==> config.mk <==
export PLATFORM = sky130hd
export DESIGN_NAME = cmd_encoder_flat
export DESIGN_NICKNAME = d
export VERILOG_FILES = /design/src/rtl/cmd_encoder_if.sv /design/src/rtl/cmd_encoder.sv /design/src/flat_wrapper.sv
export SDC_FILE = /design/constraint.sdc
export NUM_CORES = 1
export LEC_CHECK = 0
export BUFFER_PORTS_ARGS = -buffer_cell sky130_fd_sc_hd__buf_2
export CAP_MARGIN = 0
export CELL_PAD_IN_SITES_DETAIL_PLACEMENT = 1
export CELL_PAD_IN_SITES_GLOBAL_PLACEMENT = 1
export CORE_MARGIN = 2
export CORE_UTILIZATION = 25
export CTS_BUF_LIST = sky130_fd_sc_hd__clkbuf_4
export DETAILED_ROUTE_END_ITERATION = 10
export GPL_ROUTABILITY_DRIVEN = 0
export PLACE_DENSITY_LB_ADDON = 0.1
export RECOVER_POWER = 25
export SYNTH_ARGS = -nofsm -noshare
export SYNTH_HDL_FRONTEND = slang
export SYNTH_SLANG_ARGS = --single-unit
==> constraint.sdc <==
create_clock -name clk -period 2.59 [get_ports clk]
set_input_delay 0.259 -clock clk [delete_from_list [all_inputs] [get_ports clk]]
set_output_delay 0.259 -clock clk [all_outputs]
set_load 0.01 [all_outputs]
==> src/rtl/cmd_encoder_if.sv <==
// Request and command-byte bus of cmd_encoder.
// Handshakes: a transfer occurs on a rising clk edge where valid && ready are both high.
interface cmd_encoder_if;
   logic        req_valid;
   logic        req_ready;
   logic [2:0]  req_op;
   logic [7:0]  req_line;
   logic        req_auto;
   logic [15:0] req_data;
   logic [7:0]  cmd_out;
   logic        cmd_valid;
   logic        cmd_ready;
   logic        busy;
   logic        req_error;

   modport master (
      output req_valid, req_op, req_line, req_auto, req_data, cmd_ready,
      input  req_ready, cmd_out, cmd_valid, busy, req_error
   );

   modport slave (
      input  req_valid, req_op, req_line, req_auto, req_data, cmd_ready,
      output req_ready, cmd_out, cmd_valid, busy, req_error
   );
endinterface

==> src/rtl/cmd_encoder.sv <==
// Expands one register-write request into the parser's command byte stream,
// tracking a shadow of the downstream line and capture flags to skip needless prefixes.
module cmd_encoder #(
   parameter int         NUM_INPUTS = 8,
   parameter logic [7:0] IDLE_BYTE  = 8'h0F
) (
   input  logic           clk,
   input  logic           reset,
   cmd_encoder_if.slave   bus,
   output logic [2:0]     dbg_state_o
);
   localparam logic [2:0] ST_IDLE = 3'd0, ST_LINE = 3'd1, ST_PRE = 3'd2,
                          ST_DATA = 3'd3, ST_POST = 3'd4;
   localparam logic [2:0] OP_SET_LINE = 3'd0, OP_SET_CAPTURE = 3'd1, OP_WRITE_IDX = 3'd2,
                          OP_WRITE_LEN = 3'd3, OP_SET_VOLTAGE = 3'd4, OP_SET_TEST = 3'd5,
                          OP_SET_BAUD = 3'd6, OP_CLEAR = 3'd7;
   localparam logic [8:0] NUM_LINES = 9'(NUM_INPUTS);

   logic [2:0]  state_q, state_d, idx_q, idx_d, op_q, op_d;
   logic [7:0]  line_q, line_d, sh_line_q, sh_line_d;
   logic [15:0] data_q, data_d;
   logic        auto_q, auto_d, err_q, err_d;
   logic        sh_valid_q, sh_valid_d, ts_q, ts_d, ext_q, ext_d, int_q, int_d, extra_q, extra_d;

   logic        accept, line_ok, need_line, has_pre, has_data, has_post, last, take;
   logic [2:0]  op_sel, data_last, after_data, after_pre, after_line;
   logic [7:0]  cmd_byte, cap_on, cap_off;

   function automatic logic [1:0] pick2(input logic [7:0] v, input logic [1:0] i);
      case (i)
         2'd0:    pick2 = v[1:0];
         2'd1:    pick2 = v[3:2];
         2'd2:    pick2 = v[5:4];
         default: pick2 = v[7:6];
      endcase
   endfunction

   assign accept  = bus.req_valid && (state_q == ST_IDLE);
   assign line_ok = {1'b0, bus.req_line} < NUM_LINES;
   assign need_line = !sh_valid_q || (bus.req_line != sh_line_q) || (bus.req_op == OP_SET_LINE);

   // Phase lengths come from the live request while idle, from the latched one afterwards.
   assign op_sel   = (state_q == ST_IDLE) ? bus.req_op : op_q;
   assign has_pre  = (op_sel == OP_WRITE_LEN) || ((op_sel == OP_WRITE_IDX) && extra_q);
   assign has_data = (op_sel != OP_SET_LINE);
   assign has_post = (op_sel == OP_WRITE_LEN);
   always_comb begin
      data_last = 3'd0;
      case (op_sel)
         OP_WRITE_IDX, OP_WRITE_LEN:  data_last = 3'd5;
         OP_SET_VOLTAGE, OP_SET_TEST: data_last = 3'd3;
         default:                     data_last = 3'd0;
      endcase
   end
   assign after_data = has_post ? ST_POST : ST_IDLE;
   assign after_pre  = has_data ? ST_DATA : after_data;
   assign after_line = has_pre  ? ST_PRE  : after_pre;

   assign cap_on  = {1'b1, ts_q, ext_q, int_q, 4'hD};
   assign cap_off = {1'b0, ts_q, ext_q, int_q, 4'hD};

   always_comb begin
      cmd_byte = IDLE_BYTE;
      case (state_q)
         ST_LINE: cmd_byte = {idx_q[1:0], pick2(line_q, idx_q[1:0]), 4'h1};
         ST_PRE:  cmd_byte = (op_q == OP_WRITE_LEN) ? cap_on : cap_off;
         ST_POST: cmd_byte = cap_off;
         ST_DATA: begin
            case (op_q)
               OP_SET_CAPTURE: cmd_byte = {1'b0, data_q[2:0], 4'hD};
               OP_WRITE_IDX, OP_WRITE_LEN: begin
                  case (idx_q)
                     3'd0:    cmd_byte = {auto_q, data_q[2:0],   4'b0100};
                     3'd1:    cmd_byte = {auto_q, data_q[5:3],   4'b0101};
                     3'd2:    cmd_byte = {auto_q, data_q[8:6],   4'b0110};
                     3'd3:    cmd_byte = {auto_q, data_q[11:9],  4'b0111};
                     3'd4:    cmd_byte = {auto_q, 1'b0, data_q[13:12], 4'h8};
                     default: cmd_byte = {auto_q, 1'b1, data_q[15:14], 4'h8};
                  endcase
               end
               OP_SET_VOLTAGE: cmd_byte = {idx_q[1:0], pick2(data_q[7:0], idx_q[1:0]), 4'h9};
               OP_SET_TEST: begin
                  case (idx_q[1:0])
                     2'd0:    cmd_byte = {data_q[3:0], 4'hC};
                     2'd1:    cmd_byte = cap_on;
                     2'd2:    cmd_byte = {data_q[7:4], 4'hC};
                     default: cmd_byte = cap_off;
                  endcase
               end
               OP_SET_BAUD: cmd_byte = {data_q[3:0], 4'h3};
               OP_CLEAR:    cmd_byte = 8'h00;
               default:     cmd_byte = IDLE_BYTE;
            endcase
         end
         default: cmd_byte = IDLE_BYTE;
      endcase
   end

   assign take = (state_q != ST_IDLE) && bus.cmd_ready;
   assign last = (state_q == ST_LINE) ? (idx_q == 3'd3) :
                 (state_q == ST_DATA) ? (idx_q == data_last) : 1'b1;

   always_comb begin
      state_d = state_q;  idx_d = idx_q;   op_d = op_q;   line_d = line_q;
      data_d = data_q;    auto_d = auto_q; err_d = 1'b0;
      sh_line_d = sh_line_q; sh_valid_d = sh_valid_q;
      ts_d = ts_q; ext_d = ext_q; int_d = int_q; extra_d = extra_q;
      if (accept) begin
         op_d = bus.req_op; line_d = bus.req_line; data_d = bus.req_data; auto_d = bus.req_auto;
         err_d = !line_ok;
         if (line_ok) begin
            state_d = need_line ? ST_LINE : after_line;
            idx_d   = 3'd0;
         end
      end else if (take) begin
         idx_d = last ? 3'd0 : idx_q + 3'd1;
         case (state_q)
            ST_LINE: if (last) begin
               sh_line_d = line_q; sh_valid_d = 1'b1; state_d = after_line;
            end
            ST_PRE: begin
               extra_d = (op_q == OP_WRITE_LEN); state_d = after_pre;
            end
            ST_DATA: begin
               if (op_q == OP_SET_CAPTURE) begin
                  ts_d = data_q[2]; ext_d = data_q[1]; int_d = data_q[0]; extra_d = 1'b0;
               end
               if (op_q == OP_SET_TEST && idx_q == 3'd1) extra_d = 1'b1;
               if (op_q == OP_SET_TEST && idx_q == 3'd3) extra_d = 1'b0;
               if (last) state_d = after_data;
            end
            default: begin
               extra_d = 1'b0; state_d = ST_IDLE;
            end
         endcase
      end
   end

   always_ff @(posedge clk or posedge reset) begin
      if (reset) begin
         state_q <= ST_IDLE; idx_q <= 3'd0; op_q <= 3'd0; line_q <= 8'd0;
         data_q <= 16'd0; auto_q <= 1'b0; err_q <= 1'b0;
         sh_line_q <= 8'd0; sh_valid_q <= 1'b0;
         ts_q <= 1'b1; ext_q <= 1'b0; int_q <= 1'b0; extra_q <= 1'b0;
      end else begin
         state_q <= state_d; idx_q <= idx_d; op_q <= op_d; line_q <= line_d;
         data_q <= data_d; auto_q <= auto_d; err_q <= err_d;
         sh_line_q <= sh_line_d; sh_valid_q <= sh_valid_d;
         ts_q <= ts_d; ext_q <= ext_d; int_q <= int_d; extra_q <= extra_d;
      end
   end

   assign bus.req_ready = (state_q == ST_IDLE);
   assign bus.busy      = (state_q != ST_IDLE);
   assign bus.cmd_valid = (state_q != ST_IDLE);
   assign bus.cmd_out   = cmd_byte;
   assign bus.req_error = err_q;
   assign dbg_state_o   = state_q;
endmodule

==> src/flat_wrapper.sv <==
// flat-port wrapper written by rule: the top's interface ports become plain ports
module cmd_encoder_flat 
#(
   parameter int         NUM_INPUTS = 8,
   parameter logic [7:0] IDLE_BYTE  = 8'h0F
)
  (clk, reset, dbg_state_o, bus_req_valid, bus_req_op, bus_req_line, bus_req_auto, bus_req_data, bus_cmd_ready, bus_req_ready, bus_cmd_out, bus_cmd_valid, bus_busy, bus_req_error);
  cmd_encoder_if bus_i ();
  input  logic clk;
  input  logic reset;
  output logic [2:0] dbg_state_o;
  input wire logic [$bits(bus_i.req_valid)-1:0] bus_req_valid;
  input wire logic [$bits(bus_i.req_op)-1:0] bus_req_op;
  input wire logic [$bits(bus_i.req_line)-1:0] bus_req_line;
  input wire logic [$bits(bus_i.req_auto)-1:0] bus_req_auto;
  input wire logic [$bits(bus_i.req_data)-1:0] bus_req_data;
  input wire logic [$bits(bus_i.cmd_ready)-1:0] bus_cmd_ready;
  output wire logic [$bits(bus_i.req_ready)-1:0] bus_req_ready;
  output wire logic [$bits(bus_i.cmd_out)-1:0] bus_cmd_out;
  output wire logic [$bits(bus_i.cmd_valid)-1:0] bus_cmd_valid;
  output wire logic [$bits(bus_i.busy)-1:0] bus_busy;
  output wire logic [$bits(bus_i.req_error)-1:0] bus_req_error;
  assign bus_i.req_valid = bus_req_valid;
  assign bus_i.req_op = bus_req_op;
  assign bus_i.req_line = bus_req_line;
  assign bus_i.req_auto = bus_req_auto;
  assign bus_i.req_data = bus_req_data;
  assign bus_i.cmd_ready = bus_cmd_ready;
  assign bus_req_ready = bus_i.req_ready;
  assign bus_cmd_out = bus_i.cmd_out;
  assign bus_cmd_valid = bus_i.cmd_valid;
  assign bus_busy = bus_i.busy;
  assign bus_req_error = bus_i.req_error;
  cmd_encoder #(.NUM_INPUTS(NUM_INPUTS), .IDLE_BYTE(IDLE_BYTE)) u_core (.clk(clk), .reset(reset), .bus(bus_i), .dbg_state_o(dbg_state_o));
endmodule
==> results.md, run 1 <==
- Status: finished, violations left
- Failing checks: setup timing
- RSZ-0062 raised after global routing: true
- Worst slew margin: 39.91%
- Worst-margin pin slew: 0.9014 ns
- ANT cells: 0
- Fin. max-slew vios: 0
- Vias per Instance: 4.954
- CTS Buffer Depth: 2
- Min Hold Slack: 0.09049 ns
- Share of layout cells above drive strength 1: 41.27%
- Net Count, Synth: 332
- Max FO, Critical Path: 7
- Synth cell types: 50
- Post-synth EDFFs: 0
- Yosys top cell by area: dfrtp_1
- Routed WL: 9489 um
- Reg2reg end: u_core.dbg_state_o[1]
- Leakage: 1.642 nW
- #FFs+latches synth: 48
- Synth Warn #: 0
- Synth top area share: 40.17%
- First drt pass iteration count: 4
- Synth top cells by count: 47 x dfrtp_1, 36 x mux2_2, 23 x o21ai_0
- Placed Instances: 487
- Post-route ant nets: 0
- DRC viols: 0
- Fin nets: 398
- Core Area: 11,420 sq um
- Setup crit start kind: flip-flop
- First-pass GRT wire length: 15,260 um
- Register area share after synthesis: 41.07%
- H-tree levels: 2
- Synth Area per Inst: 9.959 sq um
- Via count: 2,497
- Period utilization: 103.6%
- Setup crit end kind: primary output
- CP required: 2.33 ns
- Worst Hold Launch: bus_req_data[3]
- Place WS: 0.005625 ns
- Max Cap Viol: 0
- WHS Path Cells: 3
- Final hold violation count: 0
- Final worst slack: -0.09262 ns
- Main area contributors after synthesis: dfrtp_1 40%, mux2_2 14%, o21ai_0 3.9%
- Synth Flop Type: dfrtp_1
- Synthesized cell area: 2928 sq um
- Net Switching: 2.112 mW
- Number of DRC markers in iteration 0: 98
- Clock latency on the worst-skew pair: 0.38 ns
- Final setup viols: 3
- TritonCTS clock tree: done
- FF-to-FF path depth: 7
- PD cells: 1271 nW/um^2
- Gr usage total: 15.61%
- Combinational share of power: 60.4%
- Min Clock Period, post-route: 2.683 ns
- Fill cell count: 1,328
- Post-DP HPWL: 7360 um
- # IOs: 47
- FP Rows: 39
- Peak VDD IR: 0.4003 mV
- Arrival time worst endpoint: 2.42 ns
- Clk pwr share: 8.0%
- Reg2reg setup slack: 0.27 ns
- R2r startpoint: u_core.idx_q[1]
- Clk root buf: clkbuf_4
- Sw frac: 45.00%
- Starting Density: 25.64%
- Clock Skew: 0.01288 ns
- Count leader, synth: dfrtp_1
- Reg clk slew, reported paths: 0.15 ns
- Maximum clock rate: 0.3728 GHz
- Tot Pwr: 4.694 mW
- Largest net degree at the start of global routing: 36
- Die Span Y: 112.2 um
- Worst setup path category: flip-flop to primary output
- CTS buffer count: 5
- Horiz. Die Dim: 112.2 um
- Fraction of registers with async set/reset: 100.0%
- Gr ovfl total: 0
- Vias in the first global route: 2,677
- Port bufs: 46
- Sequential power share: 31.6%
- Layout area overhead: 26.11%
- Per-cell routed wire length: 18.83 um
- Post-Syn Instances: 294
- End of the worst hold path: u_core.data_q[3]
- Die Area: 12,590 sq um
- Int Power: 2.581 mW
- Hold WC Path Type: input pin to flip-flop
- # clock sinks: 48
- Initial antenna violation count: 0
- Post-Layout Cell Count: 504
[routing by layer]
metal / global-route usage, % / vias up / wire length (um)
met3: 2.268 / 7 / 340
met1: 21.99 / 1246 / 4549
met5: 0 / - / 0
li1: - / 1203 / -
met4: 3.821 / 0 / 92
met2: 25.34 / 41 / 4507
[layout make-up]
class | count | area (sq um) | share of cell area, %
repair buffers | 77 | 485.5 | 13.15
clock inverters | 2 | 12.51 | 0.3389
well taps | 143 | 178.9 | 4.846
inverters | 11 | 48.80 | 1.322
flip-flops and latches | 48 | 1205 | 32.63
multi-input cells | 217 | 1717 | 46.49
clock buffers | 6 | 45.04 | 1.220
[cell families (layout without fill, tap and decap cells)]
group / Yosys count / in the layout / share of synthesized area, %
buf+inv: 29 / 96 / 4.658
compound gates: 76 / 76 / 18.51
flops: 48 / 48 / 41.07
mux: 40 / 40 / 15.56
simple gates: 85 / 85 / 14.66
xor+xnor: 10 / 10 / 2.992
fa+ha+maj: 6 / 6 / 2.564
[layout by cell type, fill, tap and decap left out, types with 3 or more instances in the layout]
cell type,netlist,routed
inv_1,10,8
nand4_1,5,5
nor3_1,7,5
a222oi_1,3,3
ha_4,0,4
nand2_1,20,20
buf_4,1,25
nand2b_1,5,5
o211ai_1,5,5
xnor2_1,3,3
buf_2,3,45
nor2b_1,12,12
nand3b_1,3,3
nor2_1,20,19
mux2_2,36,36
nand3_1,4,4
dfrtp_1,47,45
a22oi_1,8,8
xor2_1,7,7
o21ai_0,23,21
buf_6,2,3
a21oi_1,12,11
clkbuf_4,0,6
[registers in the layout, indices dropped and copies added (netlist names)]
| register | flops |
|---|---|
| u_core.line_q | 8 |
| u_core.ext_q | 1 |
| u_core.int_q | 1 |
| u_core.sh_line_q | 8 |
| u_core.idx_q | 3 |
| u_core.op_q | 3 |
| u_core.extra_q | 1 |
| u_core.dbg_state_o | 3 |
| u_core.auto_q | 1 |
| u_core.ts_q | 1 |
| u_core.data_q | 16 |
| u_core.sh_valid_q | 1 |
| u_core.bus.req_error | 1 |
[what timing repair did]
item                                    in CTS  in global routing
gates resized for setup                     26                  9
endpoints found under the setup margin       7                  7
pin swaps                                    6                  6
hold endpoints to repair                    13                  0
buffers inserted                             6                  2
hold buffers                                 1                  0
[stage by stage]
stage	util, %	instance area [sq um]	setup TNS [ns]
after floorplan	-	2928	0
after global placement	29.88	3412	0
after detailed placement	29.88	3412	0
after CTS	31.89	3641	-0.4619
after global routing	32.34	3692	-0.8155
final	32.34	3692	-0.1811
[power by group through the flow]
stage | registers [mW] | clock network, mW | logic [mW]
finish | 1.48 | 0.374 | 2.83
global route | 1.55 | 0.421 | 3.13
CTS | 1.48 | 0.399 | 2.80
detailed placement | 1.49 | 0 | 2.56
global placement | 1.49 | 0 | 2.55
floorplan | 1.35 | 0 | 1.74
[worst max path at each step]
stage / startpoint / end / slack, ns
after floorplan: u_core.idx_q[0] / u_core.dbg_state_o[0] / 0.35
after global placement: u_core.idx_q[0] / bus_cmd_out[6] / 0.03
after detailed placement: u_core.idx_q[0] / bus_cmd_out[6] / 0.006
after CTS: u_core.idx_q[1] / bus_cmd_out[6] / -0.14
after global routing: u_core.idx_q[1] / bus_cmd_out[5] / -0.22
final: u_core.idx_q[1] / bus_cmd_out[6] / -0.09
[critical path: stages, from the launching register on]
cell	delay, ns
dfrtp_2	0.49
ha_4	0.19
buf_6	0.13
nor2b_1	0.15
a222oi_1	0.40
nand2_1	0.12
a221oi_2	0.29
o31ai_2	0.12
buf_2	0.15
No activity file was read; power rests on OpenSTA's default activity.
==> run 2, diff against run 1 <==
--- a/config.mk
+++ b/config.mk
@@ -10,12 +10,12 @@
 export CELL_PAD_IN_SITES_DETAIL_PLACEMENT = 1
 export CELL_PAD_IN_SITES_GLOBAL_PLACEMENT = 1
 export CORE_MARGIN = 2
-export CORE_UTILIZATION = 25
+export CORE_UTILIZATION = 45
 export CTS_BUF_LIST = sky130_fd_sc_hd__clkbuf_4
 export DETAILED_ROUTE_END_ITERATION = 10
 export GPL_ROUTABILITY_DRIVEN = 0
 export PLACE_DENSITY_LB_ADDON = 0.1
-export RECOVER_POWER = 25
+export RECOVER_POWER = 100
 export SYNTH_ARGS = -nofsm -noshare
 export SYNTH_HDL_FRONTEND = slang
 export SYNTH_SLANG_ARGS = --single-unit
==> results.md, run 2 (synthesis results as in run 1) <==
- Status: finished, violations left
- Failing checks: capacitance limit, slew limit, setup timing
- Crit-path cells: buf_6 > ha_4 > buf_4 > nand2_1 > o21ai_0 > a2111oi_4 > o211ai_1 > a221o_1 > buf_2
- Post-DP HPWL: 6548 um (-11%)
- Setup crit end kind: primary output
- Post-route ant nets: 0 (unchanged)
- Clk root buf: clkbuf_4
- Max FO, Critical Path: 6 (-1)
- Worst setup path category: flip-flop to primary output
- Layout area overhead: 23.55%
- Worst slew margin: -22.84% (-63 points)
- Arrival time worst endpoint: 2.41 ns (about the same)
- Slowest stage delay, CP: 0.48 ns (about the same)
- Starting Density: 46.37% (+21 points)
- Vias per Instance: 6.039 (+22%)
- First-pass GRT wire length: 14,970 um (-1.9%)
- PD cells: 1322 nW/um^2 (+4.0%)
- Vias in the first global route: 2,773 (+3.6%)
- CTS Buffer Depth: 2 (unchanged)
- Min Clock Period, post-route: 2.669 ns (-0.01337 ns)
- Final worst slack: -0.07926 ns (+0.01337 ns)
- Largest net degree at the start of global routing: 49 (+36%)
- Horiz. Die Dim: 84.66 um (-25%)
- Largest reg by FF count: u_core.data_q
- Worst-margin pin slew: 1.843 ns (+0.9411 ns)
- Core Area: 6314 sq um (-45%)
- DRC viols: 0 (unchanged)
- Final setup viols: 3 (unchanged)
- Placed Instances: 415 (-15%)
- Clock Skew: 0.003917 ns (-0.008958 ns)
- Max Cap Viol: 1 (+1)
- Hold WC Path Type: input pin to flip-flop
- Clock latency on the worst-skew pair: 0.38 ns (about the same)
- First drt pass iteration count: 7 (+3)
- TritonCTS clock tree: done
- Dpl cell area: 3284 sq um (-3.7%)
- Initial antenna violation count: 0 (unchanged)
- Fin. max-slew vios: 49 (+49)
- Fin nets: 395 (-0.75%)
- Port bufs: 46 (unchanged)
- Tot Pwr: 4.783 mW (+1.9%)
- Place WS: 0.1099 ns (+0.1043 ns)
- Critical path's slowest cell: dfrtp_2
- Worst path top cell family by delay: compound AO/OA/AOI/OAI gates
- CTS buffer count: 5 (unchanged)
- Maximum clock rate: 0.3746 GHz (+0.50%)
- Commonest non-fill, non-tap cell in the layout: dfrtp_1
- # IOs: 47 (unchanged)
- Number of DRC markers in iteration 0: 221 (+130%)
- # clock sinks: 48 (unchanged)
- FP Rows: 29 (-26%)
- H-tree levels: 2 (unchanged)
- Die Span Y: 84.66 um (-25%)
- Share of layout cells above drive strength 1: 41.34% (+0.067 points)
- Final hold violation count: 0 (unchanged)
- Gr ovfl total: 0 (unchanged)
- Via count: 2,627 (+5.2%)
- Per-cell routed wire length: 21.40 um (+14%)
- Period utilization: 103.1% (-0.52 points)
- Routed WL: 9308 um (-1.9%)
- RSZ-0062 raised after global routing: true
- Gr usage total: 26.86% (+11 points)
- Peak VDD IR: 0.7128 mV (+78%)
- Post-Layout Cell Count: 435 (-14%)
- Leakage: 1.612 nW (-1.8%)
- Min Hold Slack: 0.07372 ns (-0.01677 ns)
- Reg clk slew, reported paths: 0.15 ns (about the same)
- Top Registers: u_core.data_q: 16 flops, u_core.line_q: 8 flops, u_core.sh_line_q: 8 flops
- ANT cells: 0 (unchanged)
- Largest register FFs: 16 (unchanged)
- Design Area, Final: 3617 sq um (-2.0%)
- # hold bufs at CTS: 0 (-1)
- Fill cell count: 733 (-45%)
- Die Area: 7167 sq um (-43%)
- CP required: 2.33 ns (about the same)
- Commonest cells after routing, fill and taps aside: 45 x dfrtp_1, 42 x buf_2, 36 x mux2_2
- Setup crit start kind: flip-flop
- Worst Path Buf+Inv: 3 (+1)
## run 2: changes by cell type in the layout (fill, tap and decap cells not counted), sizes merged
cell         delta
clkinvlp        -1
clkbuf          +6
buf             -9
inv             +1
clkinv          +1
dlygate4sd3     -1
## run 2: layout make-up
class | instances | area (sq um) | share of cell area [%]
Clock buffer | 5 | 37.54 | 1.038
Clock inverter | 3 | 21.27 | 0.5880
Inverter | 11 | 53.80 | 1.487
Multi-Input combinational cell | 217 | 1770 | 48.95
Sequential cell | 48 | 1205 | 33.31
Tap cell | 77 | 96.34 | 2.663
Timing Repair Buffer | 74 | 432.9 | 11.97
## run 2: metal layers
layer	wire length [um]	vias to the layer above	global-route usage [%]	part of all wire [%]
met1	3982	1327	36.28	43
met4	218	0	9.668	2.3
li1	-	1207	-	-
met2	4690	77	44.52	50
met5	0	-	0	0
met3	416	16	3.245	4.5
## run 2: through the flow
| stage | TNS (ns) | utilization (%) |
|---|---|---|
| 3_5_place_dp | 0 | 52.02 |
| 4_1_cts | -0.1137 | 55.61 |
| 2_1_floorplan | 0 | - |
| 5_1_grt | -0.7000 | 57.29 |
| 3_3_place_gp | 0 | 52.02 |
| 6_report | -0.1647 | 57.29 |
## run 2: what timing repair did
action                     CTS  global route
setup endpoints to repair    7             6
pin swaps                   10             9
resized for setup           28            24
setup buffers                8             4
## run 2: worst reg2reg max path, stage by stage, from the launching register on
cell	delay, ns
dfrtp_1	0.43
or3_1	0.57
inv_6	0.16
and2_4	0.18
clkbuf_1	0.61
a21oi_1	0.14
mux2_4	0.30
## run 2: worst paths after layout
check                                      start                    end  slack [ns]  cells past startpoint
min                              bus_req_data[3]       u_core.data_q[3]        0.07                      3
max in group asynchronous                  reset        u_core.idx_q[1]        0.97                      2
max reg2reg                u_core.dbg_state_o[1]  u_core.dbg_state_o[1]        0.12                      6
min in group asynchronous                  reset  u_core.dbg_state_o[0]        0.43                      2
max                              u_core.idx_q[0]         bus_cmd_out[5]       -0.08                      9
min reg2reg                    u_core.sh_valid_q      u_core.sh_valid_q        0.51                      1
## run 2: report_power, final
| part | switching (mW) | internal [mW] | leakage (nW) |
|---|---|---|---|
| registers | 0.399 | 1.10 | 0.593 |
| clock network | 0.273 | 0.111 | 0.0336 |
| logic | 1.54 | 1.36 | 0.986 |
| total | 2.21 | 2.57 | 1.61 |
==> run 3, diff against run 2 <==
==> constraint.sdc (replaced) <==
create_clock -name clk -period 2.59 [get_ports clk]
set_input_delay 0.1295 -clock clk [delete_from_list [all_inputs] [get_ports clk]]
set_output_delay 0.1295 -clock clk [all_outputs]
set_load 0.01 [all_outputs]
==> results.md, run 3 (synthesis results as in run 1) <==
- Vias in the first global route: 2,853 (+2.9%)
- Port bufs: 46 (unchanged)
- Worst Path Buf+Inv: 3 (unchanged)
- # IOs: 47 (unchanged)
- Leakage: 1.614 nW (+0.13%)
- Worst setup path category: flip-flop to primary output
- Final hold violation count: 0 (unchanged)
- RSZ-0062 raised after global routing: true
- Gr ovfl total: 0 (unchanged)
- Slowest stage delay, CP: 0.46 ns (-0.02 ns)
- Critical path's slowest cell: dfrtp_2
- Grt met2 use: 43.66% (-0.86 points)
- Min Hold Slack: 0.01430 ns (-0.05942 ns)
- Worst-margin pin slew: 0.9239 ns (-0.9186 ns)
- Vias per Instance: 6.105 (+1.1%)
- Commonest cells after routing, fill and taps aside: 45 x dfrtp_1, 41 x buf_2, 36 x mux2_2
- Layout area overhead: 26.11%
- Post-route ant nets: 0 (unchanged)
- Max FO, Critical Path: 5 (-1)
- Top Registers: u_core.data_q: 16 flops, u_core.line_q: 8 flops, u_core.sh_line_q: 8 flops
- Post-DP HPWL: 6519 um (-0.44%)
- Status: finished, final reports clean
- Min Clock Period, post-route: 2.558 ns (-0.1112 ns)
- Per-cell routed wire length: 20.35 um (-4.9%)
- First drt pass iteration count: 5 (-2)
- Commonest non-fill, non-tap cell in the layout: dfrtp_1
- Setup crit end kind: primary output
- # clock sinks: 48 (unchanged)
- Placed Instances: 414 (-0.24%)
- Crit-path cells: buf_4 > ha_4 > buf_4 > a22oi_2 > nor2_2 > a2111oi_4 > o211ai_1 > a221o_1 > buf_2
- Via count: 2,741 (+4.3%)
- TritonCTS clock tree: done
- CTS buffer count: 5 (unchanged)
- Routed WL: 9139 um (-1.8%)
- Worst slew margin: 38.34% (+61 points)
- Fin nets: 409 (+3.5%)
- M3 GR Usage: 4.130% (+0.88 points)
- Crit-path most repeated cell: buf_4
- ANT cells: 0 (unchanged)
- FP Rows: 29 (unchanged)
- Share of layout cells above drive strength 1: 35.75% (-5.6 points)
- Die Area: 7167 sq um (unchanged)
- Post-Layout Cell Count: 449 (+3.2%)
- Setup crit start kind: flip-flop
- Largest reg by FF count: u_core.data_q
- First-pass GRT wire length: 14,690 um (-1.8%)
- Maximum clock rate: 0.3909 GHz (+4.3%)
- CTS Buffer Depth: 2 (unchanged)
- Period utilization: 98.77% (-4.3 points)
- Number of DRC markers in iteration 0: 123 (-44%)
- Initial antenna violation count: 0 (unchanged)
- Gr usage total: 26.15% (-0.72 points)
- CP required: 2.46 ns (+0.13 ns)
- Core Area: 6314 sq um (unchanged)
- Hold WC Path Type: input pin to flip-flop
- Horiz. Die Dim: 84.66 um (unchanged)
- Arrival time worst endpoint: 2.43 ns (+0.02 ns)
- Reg clk slew, reported paths: 0.15 ns (about the same)
- Worst path top cell family by delay: compound AO/OA/AOI/OAI gates
- Clock Skew: 0.01061 ns (+0.006688 ns)
- Peak VDD IR: 0.5909 mV (-17%)
- Clk root buf: clkbuf_4
- Largest net degree at the start of global routing: 27 (-45%)
- PD cells: 1256 nW/um^2 (-5.0%)
- Met1 global-route usage: 34.93% (-1.3 points)
- Final setup viols: 0 (-3)
- Die Span Y: 84.66 um (unchanged)
- H-tree levels: 2 (unchanged)
- Busiest layer in global routing: met2
- Starting Density: 46.37% (unchanged)
- Fin. max-slew vios: 0 (-100%)
- Clock latency on the worst-skew pair: 0.37 ns (about the same)
- Largest register FFs: 16 (unchanged)
- Max Cap Viol: 0 (-1)
- DRC viols: 0 (unchanged)
[run 3: cell types whose count changed in the layout (fill, tap and decap cells not counted), sizes merged]
cell / change
clkinvlp: +1
inv: -2
dlygate4sd3: +20
bufinv: +1
buf: -6
[run 3: power by group]
part           internal [mW]  switching (mW)  total (mW)  leakage [nW]
logic                   1.25            1.42        2.67         0.979
registers               1.10           0.411        1.51         0.593
clock network          0.202           0.255       0.457        0.0428
total                   2.56            2.08        4.64          1.61
[run 3: area by class of cell]
cell class	count	area, sq um
fillers	716	2621
multi-input cells	217	1689
flip-flops and latches	48	1205
repair buffers	88	576.8
well taps	77	96.34
inverters	11	45.04
clock inverters	3	42.54
clock buffers	5	37.54
[run 3: what timing repair did]
| item | CTS | global route |
|---|---|---|
| cloned | 0 | 0 |
| setup buffers | 5 | 2 |
| pin swaps | 6 | 4 |
| endpoints found under the setup margin | 6 | 5 |
| hold buffers | 19 | 1 |
| gates resized for setup | 19 | 12 |
| endpoints found under the hold margin | 39 | 1 |
[run 3: through the flow]
stage | cell area [sq um] | worst slack, ns | util [%] | setup TNS (ns) | total power [mW]
floorplan | 2928 | 0.3510 | - | 0 | 3.082
global placement | 3277 | 0.1797 | 51.90 | 0 | 3.789
detailed placement | 3277 | 0.002820 | 51.90 | 0 | 3.883
CTS | 3652 | 0.01229 | 57.85 | 0 | 4.555
global route | 3692 | -0.08545 | 58.48 | -0.3328 | 4.959
finish | 3692 | 0.03193 | 58.48 | 0 | 4.638
[run 3: path summary, 6_finish.rpt]
check,from,endpoint,slack [ns],depth (start not counted)
setup / recovery,u_core.idx_q[1],bus_cmd_out[4],0.03,9
max in group asynchronous,reset,u_core.data_q[13],0.95,4
hold / removal,bus_req_line[2],u_core.line_q[2],0.01,2
setup reg to reg,u_core.dbg_state_o[0],u_core.dbg_state_o[0],0.04,6
min in group asynchronous,reset,u_core.bus.req_error,0.50,3
hold reg to reg,u_core.sh_valid_q,u_core.sh_valid_q,0.51,1
[run 3: worst register-to-register path, cell delays in order, from the launching register on]
cell and delay, ns:
dfrtp_1 0.56, or3_1 0.41, clkinvlp_2 0.38, and2_4 0.27
a22oi_2 0.27, o21bai_2 0.24, mux2_4 0.32
[run 3: routing by layer]
layer | vias to the layer above | wire length, um
li1 | 1240 | -
met1 | 1369 | 3961
met2 | 116 | 4498
met3 | 16 | 516
met4 | 0 | 163
met5 | - | 0
